==> config.mk <==
export PLATFORM = sky130hd
export DESIGN_NAME = mem_wb_stage
export DESIGN_NICKNAME = d
export VERILOG_FILES = /design/src/rtl/mem_wb_stage.sv
export SDC_FILE = /design/constraint.sdc
export NUM_CORES = 1
export LEC_CHECK = 0
export BUFFER_PORTS_ARGS = -buffer_cell sky130_fd_sc_hd__buf_2
export CORE_UTILIZATION = 48
export DETAILED_ROUTE_END_ITERATION = 8
export PLACE_DENSITY = 0.93
export SYNTH_ARGS = -nofsm -noshare
export SYNTH_HDL_FRONTEND = slang
export SYNTH_SLANG_ARGS = --single-unit
==> constraint.sdc <==
create_clock -name i_clk -period 3 [get_ports i_clk]
set_input_delay 0.3 -clock i_clk [delete_from_list [all_inputs] [get_ports i_clk]]
set_output_delay 0.3 -clock i_clk [all_outputs]
set_load 0.03 [all_outputs]
==> src/rtl/mem_wb_stage.sv <==
// mem_wb_stage: MEM stage with req/ack data-memory FSM and MEM/WB pipeline register.
// Aligned word accesses stall the pipeline until ack or timeout; misaligned ones are dropped.
module mem_wb_stage #(
    parameter int TIMEOUT = 16,
    parameter int CNT_W   = 5
) (
    input  logic        i_clk,
    input  logic        i_rst,
    input  logic        i_RegWrite,
    input  logic        i_MemtoReg,
    input  logic        i_MemWrite,
    input  logic        i_MemRead,
    input  logic [31:0] i_ALUresult,
    input  logic [31:0] i_writedata,
    input  logic [4:0]  i_writeReg,
    output logic        o_dmem_req,
    output logic        o_dmem_we,
    output logic [31:0] o_dmem_addr,
    output logic [31:0] o_dmem_wdata,
    input  logic        i_dmem_ack,
    input  logic [31:0] i_dmem_rdata,
    output logic        o_stall,
    output logic        o_RegWriteOut,
    output logic        o_MemtoRegOut,
    output logic [31:0] o_readdataOut,
    output logic [31:0] o_ALUresultOut,
    output logic [4:0]  o_writeRegOut,
    output logic        o_misalign,
    output logic        o_buserr
);
    typedef enum logic {IDLE, WAIT} state_t;
    state_t           r_state;
    logic [CNT_W-1:0] r_cnt;
    logic             r_we, r_rw, r_mtr, r_mis, r_berr;
    logic [31:0]      r_addr, r_wdata, r_rd, r_alu;
    logic [4:0]       r_wreg;
    logic             w_access, w_aligned, w_start, w_tout;
    assign w_access  = i_MemRead | i_MemWrite;
    assign w_aligned = i_ALUresult[1:0] == 2'b00;
    assign w_start   = (r_state == IDLE) && w_access && w_aligned;
    assign w_tout    = r_cnt == CNT_W'(TIMEOUT - 1);
    // The timeout cycle drops stall so the abandoned op retires as a squash.
    assign o_stall        = w_start || ((r_state == WAIT) && !i_dmem_ack && !w_tout);
    assign o_dmem_req     = r_state == WAIT;
    assign o_dmem_we      = r_we;
    assign o_dmem_addr    = r_addr;
    assign o_dmem_wdata   = r_wdata;
    assign o_RegWriteOut  = r_rw;
    assign o_MemtoRegOut  = r_mtr;
    assign o_readdataOut  = r_rd;
    assign o_ALUresultOut = r_alu;
    assign o_writeRegOut  = r_wreg;
    assign o_misalign     = r_mis;
    assign o_buserr       = r_berr;
    always_ff @(posedge i_clk) begin
        if (i_rst) begin
            r_state <= IDLE;
            r_cnt   <= '0;
            r_we    <= 1'b0;
            r_addr  <= '0;
            r_wdata <= '0;
            r_rw    <= 1'b0;
            r_mtr   <= 1'b0;
            r_rd    <= '0;
            r_alu   <= '0;
            r_wreg  <= '0;
            r_mis   <= 1'b0;
            r_berr  <= 1'b0;
        end else begin
            // Bubble by default; the branches below override when an op retires.
            r_mis  <= 1'b0;
            r_berr <= 1'b0;
            r_rw   <= 1'b0;
            r_mtr  <= 1'b0;
            r_rd   <= '0;
            r_alu  <= '0;
            r_wreg <= '0;
            if (r_state == IDLE) begin
                if (w_start) begin
                    r_state <= WAIT;
                    r_cnt   <= '0;
                    r_we    <= i_MemWrite;
                    r_addr  <= i_ALUresult;
                    r_wdata <= i_writedata;
                end else begin
                    r_rw   <= i_RegWrite & ~w_access;
                    r_mtr  <= i_MemtoReg & ~w_access;
                    r_alu  <= i_ALUresult;
                    r_wreg <= i_writeReg;
                    r_mis  <= w_access;
                end
            end else if (i_dmem_ack) begin
                r_state <= IDLE;
                r_rw    <= i_RegWrite;
                r_mtr   <= i_MemtoReg;
                r_rd    <= r_we ? 32'h0 : i_dmem_rdata;
                r_alu   <= i_ALUresult;
                r_wreg  <= i_writeReg;
            end else if (w_tout) begin
                r_state <= IDLE;
                r_berr  <= 1'b1;
            end else begin
                r_cnt <= r_cnt + 1'b1;
            end
        end
    end
endmodule

# Word-level counts from Yosys, hierarchy flattened
# Index checks and enable logic that the tools add are counted.
# op_classes
n_addsub	1
n_mul	0
div_mod_pow	0
order_cmp	0
n_eq_ne	3
shifts	0
muxes	21
n_bitwise	6
n_reduce_logical	14
# op_table
cell	count
32-bit two-way mux	3
5-bit two-way mux	7
1-bit two-way mux	11
3-bit OR reduction	2
5-bit by 1-bit adder with 5-bit output (second input constant)	1
5-bit by 4-bit == test with 1-bit output (second input constant)	1
1-bit logical AND	4
2-bit != test (second input constant)	2
4-bit OR reduction	1
1-bit NOT	3
3-bit AND reduction	1
1-bit bitwise AND	2
1-bit zero test	2
2-bit zero test	1
2-bit AND reduction	1
2-bit nonzero test	1
1-bit logical OR	1
1-bit bitwise OR	1
# totals
register_bits	144
latchBits	0
ram_bits	0
mem_bits_ro	0
inputBits	108
output_inout_bits	140
word_cells	57
mem_count	0

# Depth between registers and ports, before layout
# Gate-level depths: netlist (run 1).
# logic_depth
word_depth	5
depth_mapped	6

# Least setup slack after synthesis (run 1)
# Ideal clock, no wire load.
# synth_timing
path_kind	register to output
start	register r_cnt[0]
end	output port o_stall
arrival_time_ns	1.484
slack_ns	1.216
path_stages_with_launch	6
cell_sequence	dfxtp_1 > ha_1 > and3_1 > ha_1 > or3b_4 > o21ai_2
# synth_via
elab_chain_len	4
# synth_lines
element	line_no	source
start: declaration	33	logic [CNT_W-1:0] r_cnt;
start signal: assignment	103	r_cnt <= r_cnt + 1'b1;
5-bit by 4-bit == test with 1-bit output	41	assign w_tout = r_cnt == CNT_W'(TIMEOUT - 1);
named net w_tout	37	logic w_access, w_aligned, w_start, w_tout;
1-bit zero test	43	assign o_stall = w_start || ((r_state == WAIT) && !i_dmem_ack && !w_tout);
1-bit logical AND	43	
1-bit logical OR	43	
end: declaration	22	output logic o_stall,
# The timed path passes the listed nets, and every way through them passes these cells.

# Worst setup path after layout (run 1)
# Same ends and word-level chain as after synthesis.

==> impl_metrics.toml, run 1 <==
[die]
die_h_um = 101
core-area_um2 = 9420
die-area_um2 = 10300
io_pins = 248
start_util_pct = 50.4
die_w_um = 101
rows = 35

[clock_tree]
cts.clk_slew.worst_paths_ns = 0.06
clk-insertion-delay-late_ns = 0.50
cts_buffer_depth = 2
numCtsBuffers = 17
cts_tree = "yes"
post_cts_buffers = 0
htreeDepth = 4
cts-resized-gates = 0
root_buffer = "clkbuf_8"
clkSinkCount = 144

[sta]
worst_hold_slack_ns = 0.0320
post-route-period-util_pct = 85.3
maxSlewViolCount = 0
slew_headroom_pct = 42.8
period_needed_ns = 2.56
finalSetupTns_ns = 0
final.setup_skew_ns = 0.0133
rsz0062_at_grt = "false"
fmax_mhz = 391
setup_viol_count_final = 0
worst_pin_slew_ns = 0.856
hold_viol_final = 0

[critical_path]
cpMostUsedCell = "ha_1"
critPathKind = "flip-flop to primary output"
crit_path_start_kind = "flip-flop"
path_delay_family = "simple AND/OR/NAND/NOR gates"
max_stage_delay_ns = 0.42
cp_max_fo = 5
slowest_stage = "or3b_4"
crit_arrival_ns = 2.26
required_ns = 2.70
crit_buf_inv = 1
crit_path_cell_trace = "ha_1, and3_1, ha_1, or3b_4, o21ai_2, buf_2"
endpoint_kind = "primary output"

[logic_synthesis]
syn-num-nets = 599
syn_area_per_cell_um2 = 9.71
synth.cell_area_um2 = 4750
synth_cells = 489
yosysWarnings = 0
ys_ff_latch = 144
yosysUniqueCellTypes = 35
synth.yosys.seq_area_share_pct = 60.7

[grt]
grtUsageTotal_pct = 29.0
grt_max_degree = 41
grt_pass1_wl_um = 22800
grt_busiest_layer = "met2"
grt_pass1_vias = 4805
grtUsageMet2_pct = 50.9
antenna_found_initial = 0
overflow = 0
grtUsageMet3_pct = 9.45
grtUsageMet1_pct = 31.2

[power]
powerDensity_nw_per_um2 = 666
vdd_ir_drop_max_mv = 0.403
report.power.total_w = 0.00474
seqPwrFrac_pct = 42.5
p_sw_w = 0.00119
clockPowerShare_pct = 45.7
intPower_w = 0.00355
combPwrFrac_pct = 11.8
p_sw_share_pct = 25.1
p_leak_nw = 3.34

[final_layout]
nNetsFinal = 876
fill_cells = 636
regArea_um2 = 2880
most-common-layout-cells = "247 x buf_2, 144 x dfxtp_1, 71 x and2_1"
drive_above_1_share_pct = 37.6
multiInputGateArea_um2 = 1690
syn_to_final_growth_pct = 49.8
diodes = 0
final_common_cell = "buf_2"

[job]
drv_cap = 0

[placement]
io_buffers = 247
place_hpwl_um = 9330
place_congestion = 0.809

[detailed_routing]
drc = 0
vias_per_cell = 5.23
via_count = 4753
wl_per_cell_um = 16.2
drt_wl_total_um = 14700
drtIter0Drc = 213
firstDrtPassIters = 4
antenna_left = 0

[run_status]
outcome = "finished clean"

[worst_hold_path]
hold_path.class = "primary input to flip-flop"
[state kept, by name (all words and copies together), names as in the netlist]
name	count
o_buserr	1
o_readdataOut	32
o_dmem_req	1
o_dmem_we	1
o_misalign	1
r_cnt	5
o_MemtoRegOut	1
o_RegWriteOut	1
o_writeRegOut	5
o_dmem_addr	32
o_dmem_wdata	32
o_ALUresultOut	32
[final cells by class]
class                   instances  share of cell area (%)
clock buffers                  20                    5.98
clock inverters                12                    2.59
repair buffers                301                    24.7
well taps                     129                    2.27
flip-flops and latches        144                    40.5
inverters                       3                   0.158
multi-input cells             299                    23.8
[stage by stage]
step                      worst slack (ns)  std cells  utilization (%)  area, um^2
after floorplan                       1.22        489                -        4750
after global placement                1.03        830             64.2        6040
after detailed placement             0.973        830             64.2        6040
final                                0.440        908             75.6        7110
after global routing                 0.323        908             75.6        7110
after CTS                            0.420        908             75.6        7110
[repair_timing]
action | 4_1_cts | 5_1_grt
setup endpoints to repair | 0 | 0
endpoints found under the hold margin | 46 | 0
hold buffers | 46 | 0
[path summary, 6_finish.rpt]
| kind | start | slack [ns] | end | cells after the start |
|---|---|---|---|---|
| min | i_dmem_rdata[16] | 0.03 | o_readdataOut[16]$_SDFF_PP0_ | 2 |
| min reg2reg | o_dmem_addr[29]$_SDFFE_PP0P_ | 0.48 | o_dmem_addr[29]$_SDFFE_PP0P_ | 2 |
| max reg2reg | o_dmem_req$_SDFF_PP0_ | 1.06 | o_dmem_addr[20]$_SDFFE_PP0P_ | 4 |
| max | r_cnt[0]$_SDFFE_PP0P_ | 0.44 | o_stall | 6 |
[power by group through the flow]
stage / Clock [W] / Sequential [W] / Combinational, W
CTS: 0.00219 / 0.00202 / 0.000550
global route: 0.00230 / 0.00202 / 0.000597
finish: 0.00217 / 0.00202 / 0.000559
detailed placement: 0 / 0.00206 / 0.000503
global placement: 0 / 0.00205 / 0.000489
floorplan: 0 / 0.00220 / 0.000163
[worst reg2reg max path, stage by stage, from the launching register on]
cell     delay, ns
dfxtp_1       0.43
o21ba_2       0.74
buf_4         0.39
nand3_1       0.15
a21oi_1       0.15
[cells in the mapped netlist]
| library cell | number | area (um^2) |
|---|---|---|
| clkbuf_2 | 1 | 5.00 |
| nor2b_1 | 1 | 6.26 |
| and4bb_2 | 1 | 12.5 |
| buf_1 | 3 | 11.3 |
| or3b_4 | 1 | 11.3 |
| nor2_1 | 2 | 7.51 |
| nor3_1 | 1 | 5.00 |
| a311oi_1 | 1 | 8.76 |
| o21ai_0 | 46 | 230 |
| nor3b_2 | 1 | 12.5 |
| nand4b_1 | 1 | 8.76 |
| nand4_1 | 1 | 6.26 |
| o21ba_2 | 1 | 10.0 |
| buf_2 | 14 | 70.1 |
| buf_4 | 2 | 15.0 |
| o31ai_1 | 1 | 7.51 |
| or2_1 | 1 | 6.26 |
| nand3b_1 | 1 | 7.51 |
| a211oi_2 | 1 | 12.5 |
| dfxtp_1 | 144 | 2880 |
| o21ai_1 | 18 | 90.1 |
| nand3_1 | 65 | 325 |
| clkbuf_1 | 23 | 86.3 |
| o211ai_1 | 2 | 15.0 |
| or3_1 | 2 | 12.5 |
| ha_1 | 2 | 25.0 |
| inv_1 | 3 | 11.3 |
| and2_1 | 71 | 444 |
| and3_1 | 4 | 25.0 |
| o21ai_2 | 1 | 8.76 |
| a21oi_1 | 66 | 330 |
| a31oi_1 | 1 | 6.26 |
| nand2_1 | 4 | 15.0 |
| o21bai_1 | 1 | 7.51 |
| a41oi_1 | 1 | 8.76 |
[routing by layer]
layer | vias to the layer above | routed length, um
met4 | 0 | 503
li1 | 2228 | -
met2 | 242 | 7470
met1 | 2242 | 5560
met3 | 41 | 1190
met5 | - | 0
[cells by family after synthesis]
group,count (synthesis),synth area share [%]
and+or+nand+nor,157,19.1
DFF,144,60.7
AOI/OAI and AO/OA,140,15.5
buffers and inverters,46,4.19
adders and majority gates,2,0.527
No activity file was read; power rests on OpenSTA's default activity.
==> run 2: changes to the inputs <==
CELL_PAD_IN_SITES_DETAIL_PLACEMENT = 2   (was default)
CELL_PAD_IN_SITES_GLOBAL_PLACEMENT = 2   (was default)
CORE_ASPECT_RATIO = 0.6   (was default)
CORE_UTILIZATION = 27   (was 48)
PLACE_DENSITY = 0.95   (was 0.93)
==> run 2 against run 1 <==
Effect of this change: register-to-register slack about the same; critical path depth unchanged; utilization decreased by 36 points; routed wire length increased by 17%; critical path type unchanged; critical endpoint unchanged.
==> impl_metrics.toml, run 2 (synthesized netlist as in run 1, its figures left out) <==
[die]
start_util_pct = 27.6
die-area_um2 = 18100
core-area_um2 = 17200
io_pins = 248
rows = 37
die_h_um = 105
die_w_um = 173

[grt]
grt_pass1_wl_um = 27600
overflow = 0
grt_pass1_vias = 5004
grtUsageTotal_pct = 19.4
antenna_found_initial = 1
grt_max_degree = 36

[critical_path]
crit_arrival_ns = 2.22
crit_path_start_kind = "flip-flop"
cp_max_fo = 5
required_ns = 2.70
critPathKind = "flip-flop to primary output"
endpoint_kind = "primary output"

[detailed_routing]
wl_per_cell_um = 17.8
antenna_left = 0
firstDrtPassIters = 4
drt_wl_total_um = 17200
drtIter0Drc = 209
drc = 0
vias_per_cell = 4.65
via_count = 4507

[sta]
setup_viol_count_final = 0
finalSetupTns_ns = 0
slew_headroom_pct = 57.8
maxSlewViolCount = 0
period_needed_ns = 2.52
worst_pin_slew_ns = 0.633
hold_viol_final = 0
final.setup_skew_ns = 0.0154
rsz0062_at_grt = "false"
post-route-period-util_pct = 84.1
fmax_mhz = 396

[placement]
place_hpwl_um = 12600
place_congestion = 0.765
io_buffers = 247
dp.cells = 937

[worst_hold_path]
hold_path.class = "primary input to flip-flop"

[run_status]
outcome = "finished clean"

[clock_tree]
numCtsBuffers = 17
clk-insertion-delay-late_ns = 0.41
clkSinkCount = 144
hold_buffers = 0
cts_tree = "yes"
cts.clk_slew.worst_paths_ns = 0.07
cts_buffer_depth = 2
htreeDepth = 4
cts-resized-gates = 0
root_buffer = "clkbuf_16"
post_cts_buffers = 0

[final_layout]
regArea_um2 = 2880
syn_to_final_growth_pct = 42.5
nNetsFinal = 832
most-common-layout-cells = "247 x buf_2, 144 x dfxtp_1, 71 x and2_1"
multiInputGateArea_um2 = 1690
drive_above_1_share_pct = 40.5
fin_util_pct = 39.4
fill_cells = 1919
diodes = 0
instances_no_fill = 969
final_common_cell = "buf_2"

[power]
vdd_ir_drop_max_mv = 0.353
report.power.total_w = 0.00462
p_leak_nw = 3.15
powerDensity_nw_per_um2 = 683

[job]
drv_cap = 0
run 2: cell count changes in the layout (fill, tap and decap cells not counted), moves of 2 or more:
cell	before	now
clkbuf_1	3	0
inv_6	2	7
buf_4	8	10
bufinv_16	4	1
dlygate4sd3_1	46	0
run 2: final timing paths:
path / cells after the start / endpoint / slack, ns / from
worst max-delay path: 6 / o_stall / 0.48 / r_cnt[0]$_SDFFE_PP0P_
worst min-delay path: 2 / o_readdataOut[5]$_SDFF_PP0_ / 0.09 / i_dmem_rdata[5]
worst min register to register: 2 / o_dmem_addr[24]$_SDFFE_PP0P_ / 0.48 / o_dmem_addr[24]$_SDFFE_PP0P_
worst max register to register: 6 / r_cnt[0]$_SDFFE_PP0P_ / 1.07 / r_cnt[0]$_SDFFE_PP0P_
run 2: critical path: stages, from the launching register on:
cell and delay (ns):
dfxtp_1 0.35, ha_1 0.25, and3_1 0.19, ha_1 0.23, or3b_4 0.43, o21ai_2 0.12
buf_2 0.25
run 2: final cells by class:
| cell class | instances | area share [%] |
|---|---|---|
| clock buffers | 17 | 6.29 |
| clock inverters | 15 | 2.18 |
| inverters | 3 | 0.166 |
| multi-input cells | 299 | 25.0 |
| flip-flops and latches | 144 | 42.6 |
| well taps | 234 | 4.33 |
| repair buffers | 257 | 19.4 |
run 2: routing by layer:
layer | vias up | GRT usage [%] | part of all wire (%)
met5 | - | 0 | 0.075
met4 | 2 | 4.61 | 0.93
met3 | 13 | 5.39 | 5.1
met2 | 130 | 33.9 | 49
met1 | 2221 | 23.5 | 45
li1 | 2141 | - | -
run 2: through the flow:
step | setup slack, ns | instance area, um^2 | hold slack, ns
3_3_place_gp | 1.01 | 6190 | 0.460
6_report | 0.478 | 6760 | 0.0874
4_1_cts | 0.459 | 6760 | 0.0691
2_1_floorplan | 1.22 | 4750 | 0.422
5_1_grt | 0.385 | 6760 | 0.0724
3_5_place_dp | 0.925 | 6190 | 0.471
run 2: power breakdown:
group          internal, W  switching [W]  leakage, nW
combinational     0.000164       0.000361         1.70
sequential         0.00199      0.0000288         1.18
clock              0.00117       0.000910        0.274
==> run 3: changes to the inputs <==
ABC_AREA = 1   (was default)
CORE_UTILIZATION = 23   (was 27)
PLACE_DENSITY = 0.89   (was 0.95)
clock period = 2.55 ns   (was 3 ns; I/O delays follow)
==> run 3 against run 2 <==
Effect of this change: first-iteration DRC count down 55%; non-clock buffer count is 4 lower; via count down 1.3%; sequential power is 18% higher; synthesized area decreased by 2.6%; die area up 14%; global-route usage fell by 2.6 points; utilization fell by 5.0 points; cell count increased by 12%; combinational power is 12% higher; critical path depth increased by 2; highest routed layer is now met4.
==> impl_metrics.toml, run 3 <==
[detailed_routing]
vias_per_cell = 4.10
drtIter0Drc = 94
via_count = 4450
drc = 0
antenna_left = 0
firstDrtPassIters = 4
wl_per_cell_um = 15.5
drt_wl_total_um = 16900

[power]
vdd_ir_drop_max_mv = 0.443
clockPowerShare_pct = 43.9
p_sw_share_pct = 26.3
p_sw_w = 0.00139
combPwrFrac_pct = 11.1
powerDensity_nw_per_um2 = 795
p_leak_nw = 3.53
intPower_w = 0.00389
seqPwrFrac_pct = 45.0

[critical_path]
crit_path_cell_trace = "ha_1, nand2_1, nor2_1, ha_1, inv_1, nand3_1, nand2_1, buf_2"
reg2reg_to = "r_cnt[4]$_SDFFE_PP0P_"
endpoint_kind = "primary output"
critPathKind = "flip-flop to primary output"
r2r_start = "r_cnt[0]$_SDFFE_PP0P_"
crit_arrival_ns = 2.08
max_stage_delay_ns = 0.34
cp_max_fo = 6
required_ns = 2.30
crit_path_start_kind = "flip-flop"
r2r_slack_ns = 0.78
slowest_stage = "dfxtp_1"
r2r_cells = 10

[logic_synthesis]
syn-num-nets = 675
synth_edf_count = 0
synth_common_cells = "144 x dfxtp_1, 143 x nand2_1, 84 x inv_1"
synthAdderAreaFrac_pct = 0.541
synth_top_family_by_area = "simple AND/OR/NAND/NOR gates"
synth_cells = 565
syn_area_per_cell_um2 = 8.18
async_reset_ff_share_pct = 0
synth.yosys.seq_area_share_pct = 62.4
synth_top_area_cell = "dfxtp_1"
synth_top_area_share_pct = 62.4
synth_xor_area_share_pct = 0
yosysUniqueCellTypes = 18
yosysMostFrequentCell = "dfxtp_1"
synthTopCellsByArea = "dfxtp_1 62%, nand2_1 12%, a21oi_1 7.0%"
synth.cell_area_um2 = 4620
ys_ff_latch = 144
synth-compound-area-share_pct = 7.14
yosysWarnings = 0
muxShareOfSynthArea_pct = 0
synth_simple_gate_area_share_pct = 20.1
synth_ff_type = "dfxtp_1"

[clock_tree]
cts.clk_slew.worst_paths_ns = 0.06
htreeDepth = 4
cts_tree = "yes"
numCtsBuffers = 17
hold_buffers = 0
post_cts_buffers = 0
cts-resized-gates = 0
clkSinkCount = 144
cts_buffer_depth = 2
root_buffer = "clkbuf_16"
clk-insertion-delay-late_ns = 0.43

[final_layout]
instances_no_fill = 1086
multiInputGateArea_um2 = 1290
diodes = 0
syn_to_final_growth_pct = 43.9
most-common-layout-cells = "247 x buf_2, 144 x dfxtp_1, 143 x nand2_1"
nNetsFinal = 920
final_common_cell = "buf_2"
regArea_um2 = 2880
fill_cells = 2299
drive_above_1_share_pct = 34.4

[die]
die-area_um2 = 20700
die_h_um = 112
core-area_um2 = 19400
die_w_um = 185
io_pins = 248
start_util_pct = 23.9
rows = 39

[sta]
finalSetupTns_ns = 0
setup_slack_ns = 0.213
worst_pin_slew_ns = 0.818
hold_viol_final = 0
maxSlewViolCount = 0
period_needed_ns = 2.34
slew_headroom_pct = 45.5
setup_viol_count_final = 0
post-route-period-util_pct = 91.7
fmax_mhz = 428
final.setup_skew_ns = 0.00691
rsz0062_at_grt = "false"

[placement]
io_buffers = 247
place_ws_ns = 0.656
place_hpwl_um = 12300
place_congestion = 0.776
dp.cells = 1057

[job]
drv_cap = 0

[worst_hold_path]
holdCritStartpoint = "i_writeReg[0]"
holdPathStages = 3
hold_path.class = "primary input to flip-flop"
hold-path-endpoint = "o_writeRegOut[0]$_SDFF_PP0_"

[grt]
antenna_found_initial = 0
grt_pass1_wl_um = 26000
overflow = 0
grtUsageTotal_pct = 16.8
grt_max_degree = 68
grt_pass1_vias = 4911

[run_status]
outcome = "finished clean"
run 3: cell count changes after synthesis, sizes merged, moves of 2 or more:
cell | previous run | this run
nand2 | 4 | 143
clkbuf | 24 | 11
inv | 3 | 86
or3 | 2 | 0
and2 | 71 | 0
nor2 | 2 | 81
o21ai | 65 | 1
o211ai | 2 | 0
nand3 | 65 | 10
buf | 19 | 16
and3 | 4 | 0
run 3: how the worst max path moves through the flow:
stage	startpoint	to	slack [ns]	depth (start not counted)
6_report	r_cnt[0]$_SDFFE_PP0P_	o_stall	0.21	8
3_5_place_dp	r_cnt[0]$_SDFFE_PP0P_	o_stall	0.66	8
4_1_cts	r_cnt[0]$_SDFFE_PP0P_	o_stall	0.18	8
2_1_floorplan	r_cnt[0]$_SDFFE_PP0P_	r_cnt[1]$_SDFFE_PP0P_	0.84	10
3_3_place_gp	r_cnt[0]$_SDFFE_PP0P_	o_stall	0.73	8
5_1_grt	r_cnt[0]$_SDFFE_PP0P_	o_stall	0.04	8
run 3: worst max-delay path: cells and delay by family, from the launching register on:
family / cells / cell delay (ns)
adder cells (fa/ha/maj): 2 / 0.40
buffers and inverters: 2 / 0.34
flip-flops: 1 / 0.34
AND/OR/NAND/NOR: 4 / 0.56
run 3: cell type report:
type | instances | share of cell area [%]
inverters | 87 | 4.91
repair buffers | 253 | 19.5
clock inverters | 6 | 0.922
well taps | 266 | 5.00
multi-input cells | 307 | 19.3
clock buffers | 23 | 7.04
flip-flops and latches | 144 | 43.3
run 3: layer usage:
metal | GRT usage, % | part of all wire [%] | up-vias
li1 | - | - | 2172
met1 | 18.7 | 43 | 2107
met2 | 27.6 | 46 | 152
met3 | 7.79 | 9.8 | 19
met4 | 7.05 | 1.5 | 0
met5 | 0 | 0 | -
run 3: cell families after synthesis:
family / Yosys count
flip-flops: 144
AND/OR/NAND/NOR: 239
buffers and inverters: 114
adder cells (fa/ha/maj): 2
AO/OA/AOI/OAI: 66
run 3: metrics by stage:
step / utilization, % / hold WS, ns / power (W) / area, um^2
3_5_place_dp: 31.6 / 0.455 / 0.00302 / 6120
6_report: 34.3 / 0.0351 / 0.00529 / 6650
3_3_place_gp: 31.6 / 0.446 / 0.00300 / 6120
5_1_grt: 34.3 / 0.0244 / 0.00552 / 6650
2_1_floorplan: - / 0.367 / 0.00277 / 4620
4_1_cts: 34.3 / 0.0103 / 0.00538 / 6650
run 3: power groups by stage:
stage | Combinational (W) | Clock (W) | Sequential (W)
final | 0.000589 | 0.00232 | 0.00238
after detailed placement | 0.000598 | 0 | 0.00243
after global placement | 0.000580 | 0 | 0.00242
after floorplan | 0.000169 | 0 | 0.00260
after CTS | 0.000604 | 0.00239 | 0.00238
after global routing | 0.000644 | 0.00249 | 0.00239
